$ cat src/rtl/mrv32_pkg.sv
// mrv32 execute-unit shared types: ALU opcodes, multi-cycle FSM states and
// opcode classification helpers used by the ALU top and the mul/div datapath.
package mrv32_pkg;

  typedef enum logic [4:0] {
    ALU_ADD    = 5'd0,
    ALU_SUB    = 5'd1,
    ALU_AND    = 5'd2,
    ALU_OR     = 5'd3,
    ALU_XOR    = 5'd4,
    ALU_SLL    = 5'd5,
    ALU_SRL    = 5'd6,
    ALU_SRA    = 5'd7,
    ALU_SLT    = 5'd8,
    ALU_SLTU   = 5'd9,
    ALU_MUL    = 5'd16,
    ALU_MULH   = 5'd17,
    ALU_MULHSU = 5'd18,
    ALU_MULHU  = 5'd19,
    ALU_DIV    = 5'd20,
    ALU_DIVU   = 5'd21,
    ALU_REM    = 5'd22,
    ALU_REMU   = 5'd23
  } alu_op_e;

  typedef enum logic [2:0] {
    ST_IDLE = 3'd0,
    ST_MUL  = 3'd1,
    ST_DIV  = 3'd2,
    ST_FIN  = 3'd3,
    ST_WAIT = 3'd4
  } mc_state_e;

  // MUL, MULH, MULHSU, MULHU
  function automatic logic op_is_mul(input logic [4:0] op);
    return (op[4:2] == 3'b100);
  endfunction

  // DIV, DIVU, REM, REMU
  function automatic logic op_is_div(input logic [4:0] op);
    return (op[4:2] == 3'b101);
  endfunction

  // Operand 1 is interpreted as two's complement for these ops.
  function automatic logic op1_signed(input logic [4:0] op);
    logic s;
    case (op)
      ALU_MUL, ALU_MULH, ALU_MULHSU, ALU_DIV, ALU_REM: s = 1'b1;
      default:                                          s = 1'b0;
    endcase
    return s;
  endfunction

  // Operand 2 is interpreted as two's complement for these ops.
  function automatic logic op2_signed(input logic [4:0] op);
    logic s;
    case (op)
      ALU_MUL, ALU_MULH, ALU_DIV, ALU_REM: s = 1'b1;
      default:                             s = 1'b0;
    endcase
    return s;
  endfunction

endpackage

$ cat src/rtl/mrv32_muldiv_iter.sv
// Shared radix-2 iteration datapath for unsigned magnitudes.
// Multiply: acc = {hi, lo}, lo starts as the multiplier; shift-add each step.
// Divide:   acc = {rem, quo}, quo starts as the dividend; restoring step.
// opa holds the multiplicand (multiply) or the divisor (divide).
module mrv32_muldiv_iter
  import mrv32_pkg::*;
#(
  parameter int XLEN = 32
) (
  input  logic              clk,
  input  logic              rst,
  input  logic              kill_i,
  input  logic              start_i,
  input  logic              is_div_i,
  input  logic [XLEN-1:0]   opa_i,
  input  logic [XLEN-1:0]   opb_i,
  output logic              done_o,
  output logic [2*XLEN-1:0] acc_o
);

  localparam int CW = $clog2(XLEN) + 1;
  localparam logic [CW-1:0] CNT_INIT = CW'(XLEN);
  localparam logic [CW-1:0] CNT_ONE  = CW'(1);
  localparam logic [CW-1:0] CNT_ZERO = CW'(0);

  logic [CW-1:0]     cnt_q;
  logic              is_div_q;
  logic [XLEN-1:0]   opa_q;
  logic [2*XLEN-1:0] acc_q;
  logic [2*XLEN-1:0] acc_d;
  logic [XLEN:0]     mul_sum_s;
  logic [XLEN:0]     div_shift_s;
  logic [XLEN:0]     div_diff_s;

  // One iteration step of either shift-add multiply or restoring divide.
  always_comb begin
    mul_sum_s   = {1'b0, acc_q[2*XLEN-1:XLEN]}
                + (acc_q[0] ? {1'b0, opa_q} : {(XLEN+1){1'b0}});
    div_shift_s = {acc_q[2*XLEN-1:XLEN], acc_q[XLEN-1]};
    div_diff_s  = div_shift_s - {1'b0, opa_q};
    if (is_div_q) begin
      if (!div_diff_s[XLEN]) begin
        acc_d = {div_diff_s[XLEN-1:0], acc_q[XLEN-2:0], 1'b1};
      end else begin
        acc_d = {div_shift_s[XLEN-1:0], acc_q[XLEN-2:0], 1'b0};
      end
    end else begin
      acc_d = {mul_sum_s, acc_q[XLEN-1:1]};
    end
  end

  // Operand load on start, then XLEN iterations counted down to zero.
  always_ff @(posedge clk) begin
    if (rst) begin
      cnt_q    <= CNT_ZERO;
      is_div_q <= 1'b0;
      opa_q    <= {XLEN{1'b0}};
      acc_q    <= {(2*XLEN){1'b0}};
    end else if (kill_i) begin
      cnt_q    <= CNT_ZERO;
    end else if (start_i) begin
      cnt_q    <= CNT_INIT;
      is_div_q <= is_div_i;
      opa_q    <= opa_i;
      acc_q    <= {{XLEN{1'b0}}, opb_i};
    end else if (cnt_q != CNT_ZERO) begin
      cnt_q    <= cnt_q - CNT_ONE;
      acc_q    <= acc_d;
    end else begin
      cnt_q    <= cnt_q;
    end
  end

  // Last iteration is being performed in this cycle.
  assign done_o = (cnt_q == CNT_ONE);
  assign acc_o  = acc_q;

endmodule

$ cat src/rtl/mrv32_alu_mc.sv
// mrv32 multi-cycle execute unit: single-cycle integer ALU ops, division
// fast paths, and iterative MUL*/DIV*/REM* behind a valid/ready handshake,
// with a registered output stage and a pass-through tag.
module mrv32_alu_mc
  import mrv32_pkg::*;
#(
  parameter int XLEN  = 32,
  parameter int TAG_W = 5
) (
  input  logic             clk,
  input  logic             rst,
  input  logic             flush,
  input  logic             in_valid,
  output logic             in_ready,
  input  logic [4:0]       in_op,
  input  logic [XLEN-1:0]  in_op1,
  input  logic [XLEN-1:0]  in_op2,
  input  logic [TAG_W-1:0] in_tag,
  output logic             out_valid,
  input  logic             out_ready,
  output logic [XLEN-1:0]  out_result,
  output logic [TAG_W-1:0] out_tag,
  output logic             busy
);

  localparam int SHW = $clog2(XLEN);
  localparam logic [XLEN-1:0] ZERO = {XLEN{1'b0}};
  localparam logic [XLEN-1:0] ONES = {XLEN{1'b1}};
  localparam logic [XLEN-1:0] SMIN = {1'b1, {(XLEN-1){1'b0}}};

  mc_state_e         state_q;
  logic              out_valid_q;
  logic [XLEN-1:0]   out_result_q;
  logic [TAG_W-1:0]  out_tag_q;
  logic [TAG_W-1:0]  tag_q;
  logic [4:0]        op_q;
  logic              neg_q;
  logic              rem_neg_q;

  logic              out_free_s;
  logic              accept_s;
  logic              is_mul_s;
  logic              is_div_s;
  logic              op1_neg_s;
  logic              op2_neg_s;
  logic [XLEN-1:0]   mag1_s;
  logic [XLEN-1:0]   mag2_s;
  logic              div_zero_s;
  logic              div_ovf_s;
  logic              iter_start_s;
  logic [SHW-1:0]    shamt_s;
  logic              iter_done_s;
  logic [2*XLEN-1:0] acc_s;
  logic [2*XLEN-1:0] prod_s;
  logic [XLEN-1:0]   alu_result_d;
  logic [XLEN-1:0]   fin_result_d;

  // Handshake and operand classification for the request on the input pins.
  always_comb begin
    out_free_s   = !out_valid_q || out_ready;
    in_ready     = (state_q == ST_IDLE) && out_free_s;
    accept_s     = in_valid && in_ready;
    is_mul_s     = op_is_mul(in_op);
    is_div_s     = op_is_div(in_op);
    op1_neg_s    = op1_signed(in_op) && in_op1[XLEN-1];
    op2_neg_s    = op2_signed(in_op) && in_op2[XLEN-1];
    mag1_s       = op1_neg_s ? (ZERO - in_op1) : in_op1;
    mag2_s       = op2_neg_s ? (ZERO - in_op2) : in_op2;
    div_zero_s   = (in_op2 == ZERO);
    div_ovf_s    = op1_signed(in_op) && (in_op1 == SMIN) && (in_op2 == ONES);
    iter_start_s = accept_s && !flush
                 && (is_mul_s || (is_div_s && !div_zero_s && !div_ovf_s));
    shamt_s      = in_op2[SHW-1:0];
  end

  // Single-cycle results, including the division fast paths.
  always_comb begin
    alu_result_d = ZERO;
    case (in_op)
      ALU_ADD:  alu_result_d = in_op1 + in_op2;
      ALU_SUB:  alu_result_d = in_op1 - in_op2;
      ALU_AND:  alu_result_d = in_op1 & in_op2;
      ALU_OR:   alu_result_d = in_op1 | in_op2;
      ALU_XOR:  alu_result_d = in_op1 ^ in_op2;
      ALU_SLL:  alu_result_d = in_op1 << shamt_s;
      ALU_SRL:  alu_result_d = in_op1 >> shamt_s;
      ALU_SRA:  alu_result_d = $unsigned($signed(in_op1) >>> shamt_s);
      ALU_SLT:  alu_result_d = {{(XLEN-1){1'b0}}, ($signed(in_op1) < $signed(in_op2))};
      ALU_SLTU: alu_result_d = {{(XLEN-1){1'b0}}, (in_op1 < in_op2)};
      ALU_DIV, ALU_DIVU: begin
        if (div_zero_s) begin
          alu_result_d = ONES;
        end else if (div_ovf_s) begin
          alu_result_d = SMIN;
        end else begin
          alu_result_d = ZERO;
        end
      end
      ALU_REM, ALU_REMU: begin
        if (div_zero_s) begin
          alu_result_d = in_op1;
        end else begin
          alu_result_d = ZERO;
        end
      end
      default:  alu_result_d = ZERO;
    endcase
  end

  mrv32_muldiv_iter #(
    .XLEN (XLEN)
  ) u_iter (
    .clk      (clk),
    .rst      (rst),
    .kill_i   (flush),
    .start_i  (iter_start_s),
    .is_div_i (is_div_s),
    .opa_i    (is_div_s ? mag2_s : mag1_s),
    .opb_i    (is_div_s ? mag1_s : mag2_s),
    .done_o   (iter_done_s),
    .acc_o    (acc_s)
  );

  // Sign correction and half selection of the iterative result.
  always_comb begin
    prod_s       = neg_q ? ({(2*XLEN){1'b0}} - acc_s) : acc_s;
    fin_result_d = ZERO;
    case (op_q)
      ALU_MUL:                          fin_result_d = prod_s[XLEN-1:0];
      ALU_MULH, ALU_MULHSU, ALU_MULHU:  fin_result_d = prod_s[2*XLEN-1:XLEN];
      ALU_DIV, ALU_DIVU: fin_result_d = neg_q ? (ZERO - acc_s[XLEN-1:0]) : acc_s[XLEN-1:0];
      ALU_REM, ALU_REMU: fin_result_d = rem_neg_q ? (ZERO - acc_s[2*XLEN-1:XLEN])
                                                  : acc_s[2*XLEN-1:XLEN];
      default:                          fin_result_d = ZERO;
    endcase
  end

  // Control FSM with the registered output stage.
  always_ff @(posedge clk) begin
    if (rst) begin
      state_q      <= ST_IDLE;
      out_valid_q  <= 1'b0;
      out_result_q <= ZERO;
      out_tag_q    <= {TAG_W{1'b0}};
      tag_q        <= {TAG_W{1'b0}};
      op_q         <= 5'd0;
      neg_q        <= 1'b0;
      rem_neg_q    <= 1'b0;
    end else if (flush) begin
      state_q      <= ST_IDLE;
      out_valid_q  <= 1'b0;
    end else begin
      if (out_valid_q && out_ready) begin
        out_valid_q <= 1'b0;
      end
      case (state_q)
        ST_IDLE: begin
          if (accept_s) begin
            tag_q     <= in_tag;
            op_q      <= in_op;
            neg_q     <= op1_neg_s ^ op2_neg_s;
            rem_neg_q <= op1_neg_s;
            if (iter_start_s) begin
              state_q <= is_mul_s ? ST_MUL : ST_DIV;
            end else begin
              out_valid_q  <= 1'b1;
              out_result_q <= alu_result_d;
              out_tag_q    <= in_tag;
            end
          end
        end
        ST_MUL, ST_DIV: begin
          if (iter_done_s) begin
            state_q <= ST_FIN;
          end
        end
        ST_FIN, ST_WAIT: begin
          if (out_free_s) begin
            out_valid_q  <= 1'b1;
            out_result_q <= fin_result_d;
            out_tag_q    <= tag_q;
            state_q      <= ST_IDLE;
          end else begin
            state_q      <= ST_WAIT;
          end
        end
        default: state_q <= ST_IDLE;
      endcase
    end
  end

  assign out_valid  = out_valid_q;
  assign out_result = out_result_q;
  assign out_tag    = out_tag_q;
  assign busy       = (state_q != ST_IDLE) || out_valid_q;

endmodule

$ cat config.mk
export PLATFORM = sky130hd
export DESIGN_NAME = mrv32_alu_mc
export DESIGN_NICKNAME = d
export VERILOG_FILES = /design/src/rtl/mrv32_pkg.sv /design/src/rtl/mrv32_muldiv_iter.sv /design/src/rtl/mrv32_alu_mc.sv
export SDC_FILE = /design/constraint.sdc
export NUM_CORES = 1
export LEC_CHECK = 0
export ABC_AREA = 1
export CAP_MARGIN = 5
export CORE_MARGIN = 4
export CORE_UTILIZATION = 35
export CTS_CLUSTER_SIZE = 20
export DETAILED_ROUTE_END_ITERATION = 7
export GPL_TIMING_DRIVEN = 0
export HOLD_SLACK_MARGIN = 0.05
export SYNTH_ARGS = -nofsm -noshare
export SYNTH_HDL_FRONTEND = slang
export SYNTH_SLANG_ARGS = --single-unit
$ cat constraint.sdc
create_clock -name clk -period 3.8 [get_ports clk]
set_input_delay 0.57 -clock clk [delete_from_list [all_inputs] [get_ports clk]]
set_output_delay 0.57 -clock clk [all_outputs]
set_load 0.005 [all_outputs]
==> flow_results.xml, run 1 <==
<?xml version="1.0" encoding="UTF-8"?>
<metrics>
  <group name="clocking">
    <metric name="clkLatencyLatePin" unit="ps">480</metric>
    <metric name="cts_num_sinks" unit="">156</metric>
    <metric name="clk_pin_slew_worst_paths" unit="ps">70</metric>
    <metric name="ctsLongestPathBuffers" unit="">2</metric>
    <metric name="cts_buffers" unit="">17</metric>
    <metric name="clock_tree.root_cell" unit="">sky130_fd_sc_hd__clkbuf_16</metric>
    <metric name="cts.htree.levels" unit="">4</metric>
    <metric name="tritoncts" unit="">yes</metric>
    <metric name="post_cts_hold_buffer_count" unit="">0</metric>
  </group>
  <group name="logic_synthesis">
    <metric name="synthesis_warnings" unit="">0</metric>
    <metric name="ffs_w_async_s_r_synth" unit="">0</metric>
    <metric name="yosysSeqAreaShare" unit="">0.1115</metric>
    <metric name="number_of_enable_flip_flop_cells_after_synthesis" unit="">0</metric>
    <metric name="mappedNetlistArea" unit="sq mm">0.02801</metric>
    <metric name="synth.lib_cells_used.distinct" unit="">59</metric>
    <metric name="yosys_register_bits" unit="">156</metric>
    <metric name="netlist_instances" unit="">5413</metric>
    <metric name="synthesis.area_per_instance" unit="sq um">5.174</metric>
    <metric name="post-synth-top-area-fraction" unit="">0.2365</metric>
    <metric name="post_synth_top_flop" unit="">sky130_fd_sc_hd__dfxtp_1</metric>
    <metric name="synth.top_cells.by_area" unit="">sky130_fd_sc_hd__nand2_1 (24%), sky130_fd_sc_hd__nand3_1 (13%), sky130_fd_sc_hd__dfxtp_1 (11%)</metric>
    <metric name="syn_nets" unit="">5671</metric>
    <metric name="yosysTopAreaCell" unit="">sky130_fd_sc_hd__nand2_1</metric>
  </group>
  <group name="setup_path">
    <metric name="slowest_stage" unit="">sky130_fd_sc_hd__nor2_1</metric>
    <metric name="crit_path_max_fanout" unit="">9</metric>
    <metric name="criticalPathCategory" unit="">input pin to register</metric>
    <metric name="required_arrival_time_at_the_worst_endpoint" unit="ps">4220</metric>
    <metric name="r2r_cells" unit="">19</metric>
    <metric name="timing.critical_path.slowest_cell_delay" unit="ps">990</metric>
    <metric name="r2r_path_start" unit="">u_iter.acc_o[31]$_SDFFE_PP0P_</metric>
    <metric name="reg2reg_slack" unit="ps">150</metric>
    <metric name="crit_path_start_kind" unit="">input pin</metric>
    <metric name="timing.critical_path.to_type" unit="">register</metric>
    <metric name="timing.critical_path.depth" unit="">15</metric>
    <metric name="worstPathCellList" unit="">clkdlybuf4s50_1 -&gt; inv_1 -&gt; nor2_1 -&gt; inv_1 -&gt; nor2_1 -&gt; inv_1 -&gt; a21oi_1 -&gt; o21ai_0 -&gt; nand3_1 -&gt; nor2_1 -&gt; nand4_1 -&gt; nand2_1 -&gt; nand3_1 -&gt; nand2_1 -&gt; inv_1</metric>
    <metric name="critPathCapture" unit="">out_result[3]$_SDFFE_PP0P_</metric>
    <metric name="critical_path_arrival" unit="ps">4380</metric>
    <metric name="cp_top_delay_family" unit="">simple AND/OR/NAND/NOR gates</metric>
    <metric name="critical_path.n_buffers_inverters" unit="">5</metric>
    <metric name="critPathLaunch" unit="">in_op[0]</metric>
    <metric name="crit_path_frequent_cell" unit="">sky130_fd_sc_hd__inv_1</metric>
    <metric name="r2r-end" unit="">u_iter.acc_o[55]$_SDFFE_PP0P_</metric>
  </group>
  <group name="power_and_ir_drop">
    <metric name="power_frac_clock" unit="">0.148</metric>
    <metric name="p_sw_frac" unit="">0.5879</metric>
    <metric name="cellLeakagePower" unit="nW">15.81</metric>
    <metric name="pwr-share-comb" unit="">0.672</metric>
    <metric name="internal_power" unit="mW">4.931</metric>
    <metric name="vdd_ir_drop_max" unit="V">0.0002760</metric>
    <metric name="ratio_of_total_power_to_cell_area" unit="mW/mm^2">381.7</metric>
    <metric name="seq_power_share" unit="">0.179</metric>
    <metric name="power.switching" unit="mW">7.034</metric>
  </group>
  <group name="grt">
    <metric name="grt_first_pass_wirelength" unit="microns">257700</metric>
    <metric name="antenna_found_initial" unit="">5</metric>
    <metric name="grt_start_max_net_pins" unit="">17</metric>
    <metric name="grt_remaining_overflow" unit="">0</metric>
    <metric name="grtUsageTotal" unit="">0.4151</metric>
    <metric name="number_of_global_route_vias_before_repair" unit="">35730</metric>
  </group>
  <group name="floorplan">
    <metric name="start_util" unit="">0.3540</metric>
    <metric name="floorplan.io_pins" unit="">119</metric>
    <metric name="die_width" unit="microns">290.9</metric>
    <metric name="core_area" unit="sq mm">0.07913</metric>
    <metric name="rows" unit="">103</metric>
    <metric name="die_h" unit="microns">290.9</metric>
    <metric name="fp.dieArea" unit="sq mm">0.08462</metric>
  </group>
  <group name="layout">
    <metric name="final_layout_size_suffix_gt1_frac" unit="">0.04522</metric>
    <metric name="postLayoutCellArea" unit="sq mm">0.03135</metric>
    <metric name="syn_to_final_growth" unit="%">11.92</metric>
    <metric name="nets" unit="">5818</metric>
  </group>
  <group name="status">
    <metric name="status" unit="">finished, violations left</metric>
    <metric name="violations" unit="">negative setup slack</metric>
  </group>
  <group name="place">
    <metric name="dp_hpwl" unit="microns">155200</metric>
    <metric name="dpl_worst_slack" unit="ps">-1581</metric>
    <metric name="io_buffer_count" unit="">118</metric>
    <metric name="detailed_place.area" unit="sq mm">0.03050</metric>
    <metric name="gp_routability_congestion" unit="">1.116</metric>
  </group>
  <group name="route">
    <metric name="wire_per_inst" unit="microns">28.08</metric>
    <metric name="route.detailed.vias_per_inst" unit="">5.922</metric>
    <metric name="postRouteAntennaNets" unit="">0</metric>
    <metric name="finalWirelength" unit="microns">186000</metric>
    <metric name="first_iter_violations" unit="">5655</metric>
    <metric name="vias" unit="">39230</metric>
    <metric name="drt-pass1-iter-count" unit="">7</metric>
    <metric name="post-route-drc-count" unit="">0</metric>
  </group>
  <group name="job">
    <metric name="drv_cap" unit="">0</metric>
  </group>
  <group name="min_path">
    <metric name="min_path_type" unit="">register to register</metric>
  </group>
  <group name="timing">
    <metric name="setup_viol" unit="">18</metric>
    <metric name="finalCritPeriodShare" unit="">1.041</metric>
    <metric name="period_needed" unit="ps">3958</metric>
    <metric name="timing.fmax" unit="MHz">252.7</metric>
    <metric name="slew_headroom" unit="">0.1227</metric>
    <metric name="timing_hold_violations_final" unit="">0</metric>
    <metric name="timing_max_transition_violations_final" unit="">0</metric>
    <metric name="finalClockSkew" unit="ps">19.01</metric>
    <metric name="layout_setup_ws" unit="ps">-157.5</metric>
    <metric name="max_slew.worst_pin.slew" unit="ps">1311</metric>
  </group>
</metrics>
==> sequential cells by signal, indices dropped and copies added (netlist names), 3 cells and up <==
signal / flops
out_result: 32
state_q: 3
u_iter.acc_o: 64
out_tag: 5
tag_q: 5
u_iter.opa_q: 32
op_q: 5
u_iter.cnt_q: 6
==> worst register-to-register path, stage by stage (launching register included) <==
cell and delay [ps]:
sky130_fd_sc_hd__dfxtp_1 480, sky130_fd_sc_hd__clkinvlp_4 230, sky130_fd_sc_hd__ha_1 240, sky130_fd_sc_hd__inv_1 80, sky130_fd_sc_hd__fa_1 300, sky130_fd_sc_hd__nand2_1 110
sky130_fd_sc_hd__nand2_1 120, sky130_fd_sc_hd__nand3_1 100, sky130_fd_sc_hd__nand2_1 180, sky130_fd_sc_hd__nand2_1 100, sky130_fd_sc_hd__nand2_2 120, sky130_fd_sc_hd__nand2_1 120
sky130_fd_sc_hd__nand2_1 100, sky130_fd_sc_hd__nand2_1 60, sky130_fd_sc_hd__nand2_2 210, sky130_fd_sc_hd__buf_4 250, sky130_fd_sc_hd__nand3_1 230, sky130_fd_sc_hd__nand3_1 180
sky130_fd_sc_hd__nand3_1 160, sky130_fd_sc_hd__a21oi_1 180
==> repair_timing <==
item	4_1_cts	5_1_grt
buffers inserted	0	12
gates cloned	0	1
hold endpoints to repair	0	0
setup endpoints to repair	141	31
resized for setup	64	58
pin swaps	2	4
==> placed cells by master (no fill, tap or decap), drive strengths merged, types with 7 or more instances in the layout <==
| cell | Yosys | final |
|---|---|---|
| a211oi | 8 | 8 |
| nand4 | 93 | 93 |
| xnor2 | 13 | 13 |
| xor2 | 66 | 66 |
| a31oi | 30 | 30 |
| dlygate4sd2 | 0 | 11 |
| clkinvlp | 0 | 7 |
| a21o | 7 | 7 |
| o22ai | 21 | 21 |
| a21oi | 309 | 309 |
| o21bai | 16 | 16 |
| o211ai | 54 | 54 |
| nand3b | 25 | 25 |
| nor2 | 638 | 638 |
| and2 | 11 | 11 |
| ha | 175 | 175 |
| dlymetal6s2s | 0 | 14 |
| nand2 | 1776 | 1776 |
| or2 | 12 | 12 |
| clkbuf | 89 | 112 |
| buf | 120 | 129 |
| o21ai | 306 | 306 |
| inv | 630 | 634 |
| o21a | 8 | 8 |
| dfxtp | 156 | 156 |
| clkdlybuf4s50 | 0 | 83 |
| nor3 | 50 | 50 |
| clkinv | 8 | 10 |
| nand3 | 757 | 757 |
==> routing by layer <==
metal	wire length (microns)	up-vias	track usage	part of all wire
met4	16410	6	0.2820	0.088
li1	-	17910	-	-
met2	80030	2429	0.6551	0.43
met1	71790	18260	0.5142	0.39
met3	17750	617	0.07591	0.095
met5	41	-	0	0.00022
==> worst min path at each step <==
stage / start / end / slack (ps) / cells after the start
after floorplan: u_iter.opa_q[24]$_SDFFE_PP0P_ / u_iter.opa_q[24]$_SDFFE_PP0P_ / 450 / 2
after global placement: tag_q[4]$_SDFFE_PP0P_ / out_tag[4]$_SDFFE_PP0P_ / 470 / 2
after detailed placement: tag_q[4]$_SDFFE_PP0P_ / out_tag[4]$_SDFFE_PP0P_ / 470 / 2
after CTS: tag_q[4]$_SDFFE_PP0P_ / out_tag[4]$_SDFFE_PP0P_ / 470 / 2
after global routing: tag_q[1]$_SDFFE_PP0P_ / out_tag[1]$_SDFFE_PP0P_ / 510 / 2
final: tag_q[4]$_SDFFE_PP0P_ / out_tag[4]$_SDFFE_PP0P_ / 480 / 2
==> per-stage QoR <==
stage	total power [mW]	hold slack (ps)	utilization	setup TNS (ps)	std cells
5_1_grt	12.64	505.9	0.3961	-6.402	6623
3_5_place_dp	9.860	471.5	0.3855	-117180	6581
6_report	11.97	480.0	0.3962	-1051	6624
3_3_place_gp	9.897	467.6	0.3855	-121670	6581
4_1_cts	11.63	473.0	0.3932	0	6612
2_1_floorplan	6.911	447.6	-	0	5413
==> synth_stat cells, drive strengths merged (11+ instances only) <==
library cell / number
xor2: 66
dfxtp: 156
a21oi: 309
o211ai: 54
nand3b: 25
o22ai: 21
o21bai: 16
nor3: 50
a31oi: 30
inv: 630
and2: 11
ha: 175
buf: 120
or2: 12
nand2: 1776
clkbuf: 89
nor2: 638
nand3: 757
xnor2: 13
nand4: 93
o21ai: 306
==> cells by family after synthesis <==
group                      count (synthesis)  share of synthesized area
muxes                                      3                   0.001072
DFF                                      156                     0.1115
xor gates and xnor gates                  79                    0.02470
buffers and inverters                    847                     0.1203
adders and majority gates                179                    0.08103
AOI/OAI and AO/OA                        772                     0.1507
and+or+nand+nor                         3377                     0.5107
==> area by class of cell <==
| cell class | instances | area [sq um] |
|---|---|---|
| timing repair inverter | 1 | 7.507 |
| buffer | 206 | 1003 |
| clock buffer | 19 | 442.9 |
| timing repair buffer | 130 | 1277 |
| fill | 9389 | 47780 |
| antenna | 1 | 2.502 |
| sequential | 156 | 3123 |
| inverter | 638 | 2414 |
| multi-input combinational | 4410 | 21630 |
| clock inverter | 13 | 132.6 |
| tap | 1050 | 1314 |
==> power groups by stage <==
stage               logic (mW)  registers [mW]  clock network, mW
finish                    8.04            2.15               1.78
floorplan                 4.91            2.00                  0
CTS                       7.73            2.13               1.77
global placement          7.73            2.17                  0
global route              8.64            2.15               1.85
detailed placement        7.70            2.16                  0
(Power assumes the default switching activity.)
==> run 2, diff against run 1 <==
--- a/config.mk
+++ b/config.mk
@@ -14,4 +14,5 @@
 export GPL_TIMING_DRIVEN = 0
 export HOLD_SLACK_MARGIN = 0.05
+export SETUP_SLACK_MARGIN = 0.5
 export SYNTH_ARGS = -nofsm -noshare
 export SYNTH_HDL_FRONTEND = slang
==> constraint.sdc (replaced) <==
create_clock -name clk -period 3.8 [get_ports clk]
set_input_delay 0.57 -clock clk [delete_from_list [all_inputs] [get_ports clk]]
set_output_delay 0.57 -clock clk [all_outputs]
set_load 0.1 [all_outputs]
==> flow_results.xml, run 2 (synthesis gave the netlist of run 1 again) <==
<?xml version="1.0" encoding="UTF-8"?>
<metrics>
  <group name="clocking">
    <metric name="clkLatencyLatePin" unit="ps">480</metric>
    <metric name="cts.htree.levels" unit="">4</metric>
    <metric name="clock_tree.root_cell" unit="">sky130_fd_sc_hd__clkbuf_16</metric>
    <metric name="ctsLongestPathBuffers" unit="">2</metric>
    <metric name="clk_pin_slew_worst_paths" unit="ps">70</metric>
    <metric name="tritoncts" unit="">yes</metric>
    <metric name="cts_num_sinks" unit="">156</metric>
    <metric name="cts_buffers" unit="">17</metric>
  </group>
  <group name="setup_path">
    <metric name="cp_top_delay_family" unit="">buffers and inverters</metric>
    <metric name="criticalPathCategory" unit="">input pin to register</metric>
    <metric name="worstPathCellList" unit="">clkdlybuf4s50_1 -&gt; inv_2 -&gt; nand3_1 -&gt; nor2_4 -&gt; buf_2 -&gt; buf_2 -&gt; nand3_1 -&gt; nand4_1 -&gt; nand2_1 -&gt; a21oi_1</metric>
    <metric name="critical_path.n_buffers_inverters" unit="">4</metric>
    <metric name="critical_path_arrival" unit="ps">3810</metric>
    <metric name="timing.critical_path.to_type" unit="">register</metric>
    <metric name="slowest_stage" unit="">sky130_fd_sc_hd__clkdlybuf4s50_1</metric>
    <metric name="crit_path_max_fanout" unit="">10</metric>
    <metric name="required_arrival_time_at_the_worst_endpoint" unit="ps">4200</metric>
    <metric name="timing.critical_path.slowest_cell_delay" unit="ps">590</metric>
    <metric name="crit_path_start_kind" unit="">input pin</metric>
  </group>
  <group name="route">
    <metric name="drt-pass1-iter-count" unit="">8</metric>
    <metric name="first_iter_violations" unit="">5516</metric>
    <metric name="post-route-drc-count" unit="">4</metric>
    <metric name="finalWirelength" unit="microns">186600</metric>
    <metric name="postRouteAntennaNets" unit="">0</metric>
    <metric name="wire_per_inst" unit="microns">28.07</metric>
    <metric name="route.detailed.vias_per_inst" unit="">5.904</metric>
    <metric name="vias" unit="">39250</metric>
  </group>
  <group name="layout">
    <metric name="final_util" unit="">0.4031</metric>
    <metric name="nets" unit="">5839</metric>
    <metric name="layout.cells.most_common" unit="">sky130_fd_sc_hd__nand2_1</metric>
    <metric name="syn_to_final_growth" unit="%">13.88</metric>
    <metric name="postLayoutCellArea" unit="sq mm">0.03190</metric>
    <metric name="mostFrequentLayoutCells" unit="">sky130_fd_sc_hd__nand2_1 (1748), sky130_fd_sc_hd__nand3_1 (726), sky130_fd_sc_hd__nor2_1 (601)</metric>
    <metric name="flip_flop_count_of_the_largest_register_after_layout" unit="">64</metric>
    <metric name="final-instance-count-excl-fill" unit="">6647</metric>
    <metric name="final_layout_size_suffix_gt1_frac" unit="">0.07383</metric>
  </group>
  <group name="timing">
    <metric name="timing_max_transition_violations_final" unit="">0</metric>
    <metric name="setup_viol" unit="">0</metric>
    <metric name="timing.fmax" unit="MHz">292.7</metric>
    <metric name="slew_headroom" unit="">0.1637</metric>
    <metric name="max_slew.worst_pin.slew" unit="ps">1251</metric>
    <metric name="period_needed" unit="ps">3416</metric>
    <metric name="finalClockSkew" unit="ps">20.52</metric>
    <metric name="layout_setup_ws" unit="ps">384.0</metric>
    <metric name="timing_hold_violations_final" unit="">0</metric>
    <metric name="timing.setup.tns" unit="ps">0</metric>
    <metric name="finalCritPeriodShare" unit="">0.8989</metric>
    <metric name="grt_setup_unrepaired" unit="">false</metric>
    <metric name="worst_hold_slack" unit="ps">478.7</metric>
  </group>
  <group name="floorplan">
    <metric name="core_area" unit="sq mm">0.07913</metric>
    <metric name="fp.dieArea" unit="sq mm">0.08462</metric>
    <metric name="floorplan.io_pins" unit="">119</metric>
    <metric name="start_util" unit="">0.3540</metric>
    <metric name="die_width" unit="microns">290.9</metric>
    <metric name="rows" unit="">103</metric>
    <metric name="die_h" unit="microns">290.9</metric>
  </group>
  <group name="power_and_ir_drop">
    <metric name="power.switching" unit="mW">7.431</metric>
    <metric name="cellLeakagePower" unit="nW">16.04</metric>
    <metric name="p_total" unit="mW">12.44</metric>
    <metric name="vdd_ir_drop_max" unit="V">0.0002805</metric>
    <metric name="seq_power_share" unit="">0.173</metric>
    <metric name="ratio_of_total_power_to_cell_area" unit="mW/mm^2">390.0</metric>
    <metric name="internal_power" unit="mW">5.009</metric>
    <metric name="p_sw_frac" unit="">0.5973</metric>
    <metric name="power_frac_clock" unit="">0.143</metric>
    <metric name="pwr-share-comb" unit="">0.685</metric>
  </group>
  <group name="grt">
    <metric name="grt_remaining_overflow" unit="">0</metric>
    <metric name="antenna_found_initial" unit="">6</metric>
    <metric name="grt_first_pass_wirelength" unit="microns">258700</metric>
    <metric name="number_of_global_route_vias_before_repair" unit="">35960</metric>
    <metric name="grtUsageTotal" unit="">0.4165</metric>
    <metric name="grt_start_max_net_pins" unit="">17</metric>
  </group>
  <group name="place">
    <metric name="io_buffer_count" unit="">118</metric>
    <metric name="dp_hpwl" unit="microns">155200</metric>
    <metric name="gp_routability_congestion" unit="">1.116</metric>
    <metric name="placed_cells_incl_taps" unit="">6581</metric>
    <metric name="dpl_worst_slack" unit="ps">-1581</metric>
    <metric name="detailed_place.area" unit="sq mm">0.03050</metric>
  </group>
  <group name="status">
    <metric name="status" unit="">finished, violations left</metric>
    <metric name="violations" unit="">design-rule violations</metric>
  </group>
  <group name="job">
    <metric name="drv_cap" unit="">0</metric>
  </group>
  <group name="min_path">
    <metric name="min_path_type" unit="">register to register</metric>
  </group>
</metrics>
## run 2: metal layers
layer,share of wire,wire length (microns),track usage,vias to the layer above
li1,-,-,-,17960
met1,0.39,72280,0.5182,18220
met2,0.43,80410,0.6568,2451
met3,0.094,17520,0.07065,617
met4,0.087,16320,0.2866,4
met5,0.00012,22,0,-
## run 2: what timing repair did
action / in CTS / in global routing
gates resized for setup: 255 / 147
buffers inserted: 18 / 13
hold endpoints to repair: 0 / 0
endpoints found under the setup margin: 143 / 82
pin swaps: 15 / 23
hold buffers: 0 / 0
## run 2: final cells by class
cell class / instances / area, sq um
Sequential cell: 156 / 3133
Fill cell: 9360 / 47230
Clock inverter: 13 / 132.6
Clock buffer: 19 / 442.9
Buffer: 209 / 1124
Multi-Input combinational cell: 4410 / 21970
Inverter: 638 / 2444
Timing Repair Buffer: 149 / 1329
Antenna cell: 3 / 7.507
Tap cell: 1050 / 1314
## run 2: power by group through the flow
stage               logic [mW]  registers (mW)  clock network, mW
floorplan                 4.93            2.29                  0
global placement          8.04            2.17                  0
detailed placement        8.01            2.16                  0
CTS                       8.11            2.13               1.77
global route              9.10            2.15               1.85
finish                    8.52            2.15               1.77
## run 2: worst register-to-register path: stages (launching register included)
cell and delay, ps:
sky130_fd_sc_hd__dfxtp_1 310, sky130_fd_sc_hd__clkbuf_1 360, sky130_fd_sc_hd__buf_1 470, sky130_fd_sc_hd__buf_1 760, sky130_fd_sc_hd__o211ai_1 180, sky130_fd_sc_hd__nand3_1 200, sky130_fd_sc_hd__nand3_1 290, sky130_fd_sc_hd__nand2_1 230
sky130_fd_sc_hd__nand3_1 160, sky130_fd_sc_hd__nand2_1 90, sky130_fd_sc_hd__inv_1 30
## run 2: path summary, 6_finish.rpt
kind / start / to / slack [ps] / cells after the start
worst max-delay path: in_op[4] / out_result[23]$_SDFFE_PP0P_ / 380 / 10
worst min register to register: tag_q[4]$_SDFFE_PP0P_ / out_tag[4]$_SDFFE_PP0P_ / 480 / 2
worst min-delay path: tag_q[4]$_SDFFE_PP0P_ / out_tag[4]$_SDFFE_PP0P_ / 480 / 2
worst max register to register: neg_q$_SDFFE_PP0P_ / out_result[9]$_SDFFE_PP0P_ / 610 / 10
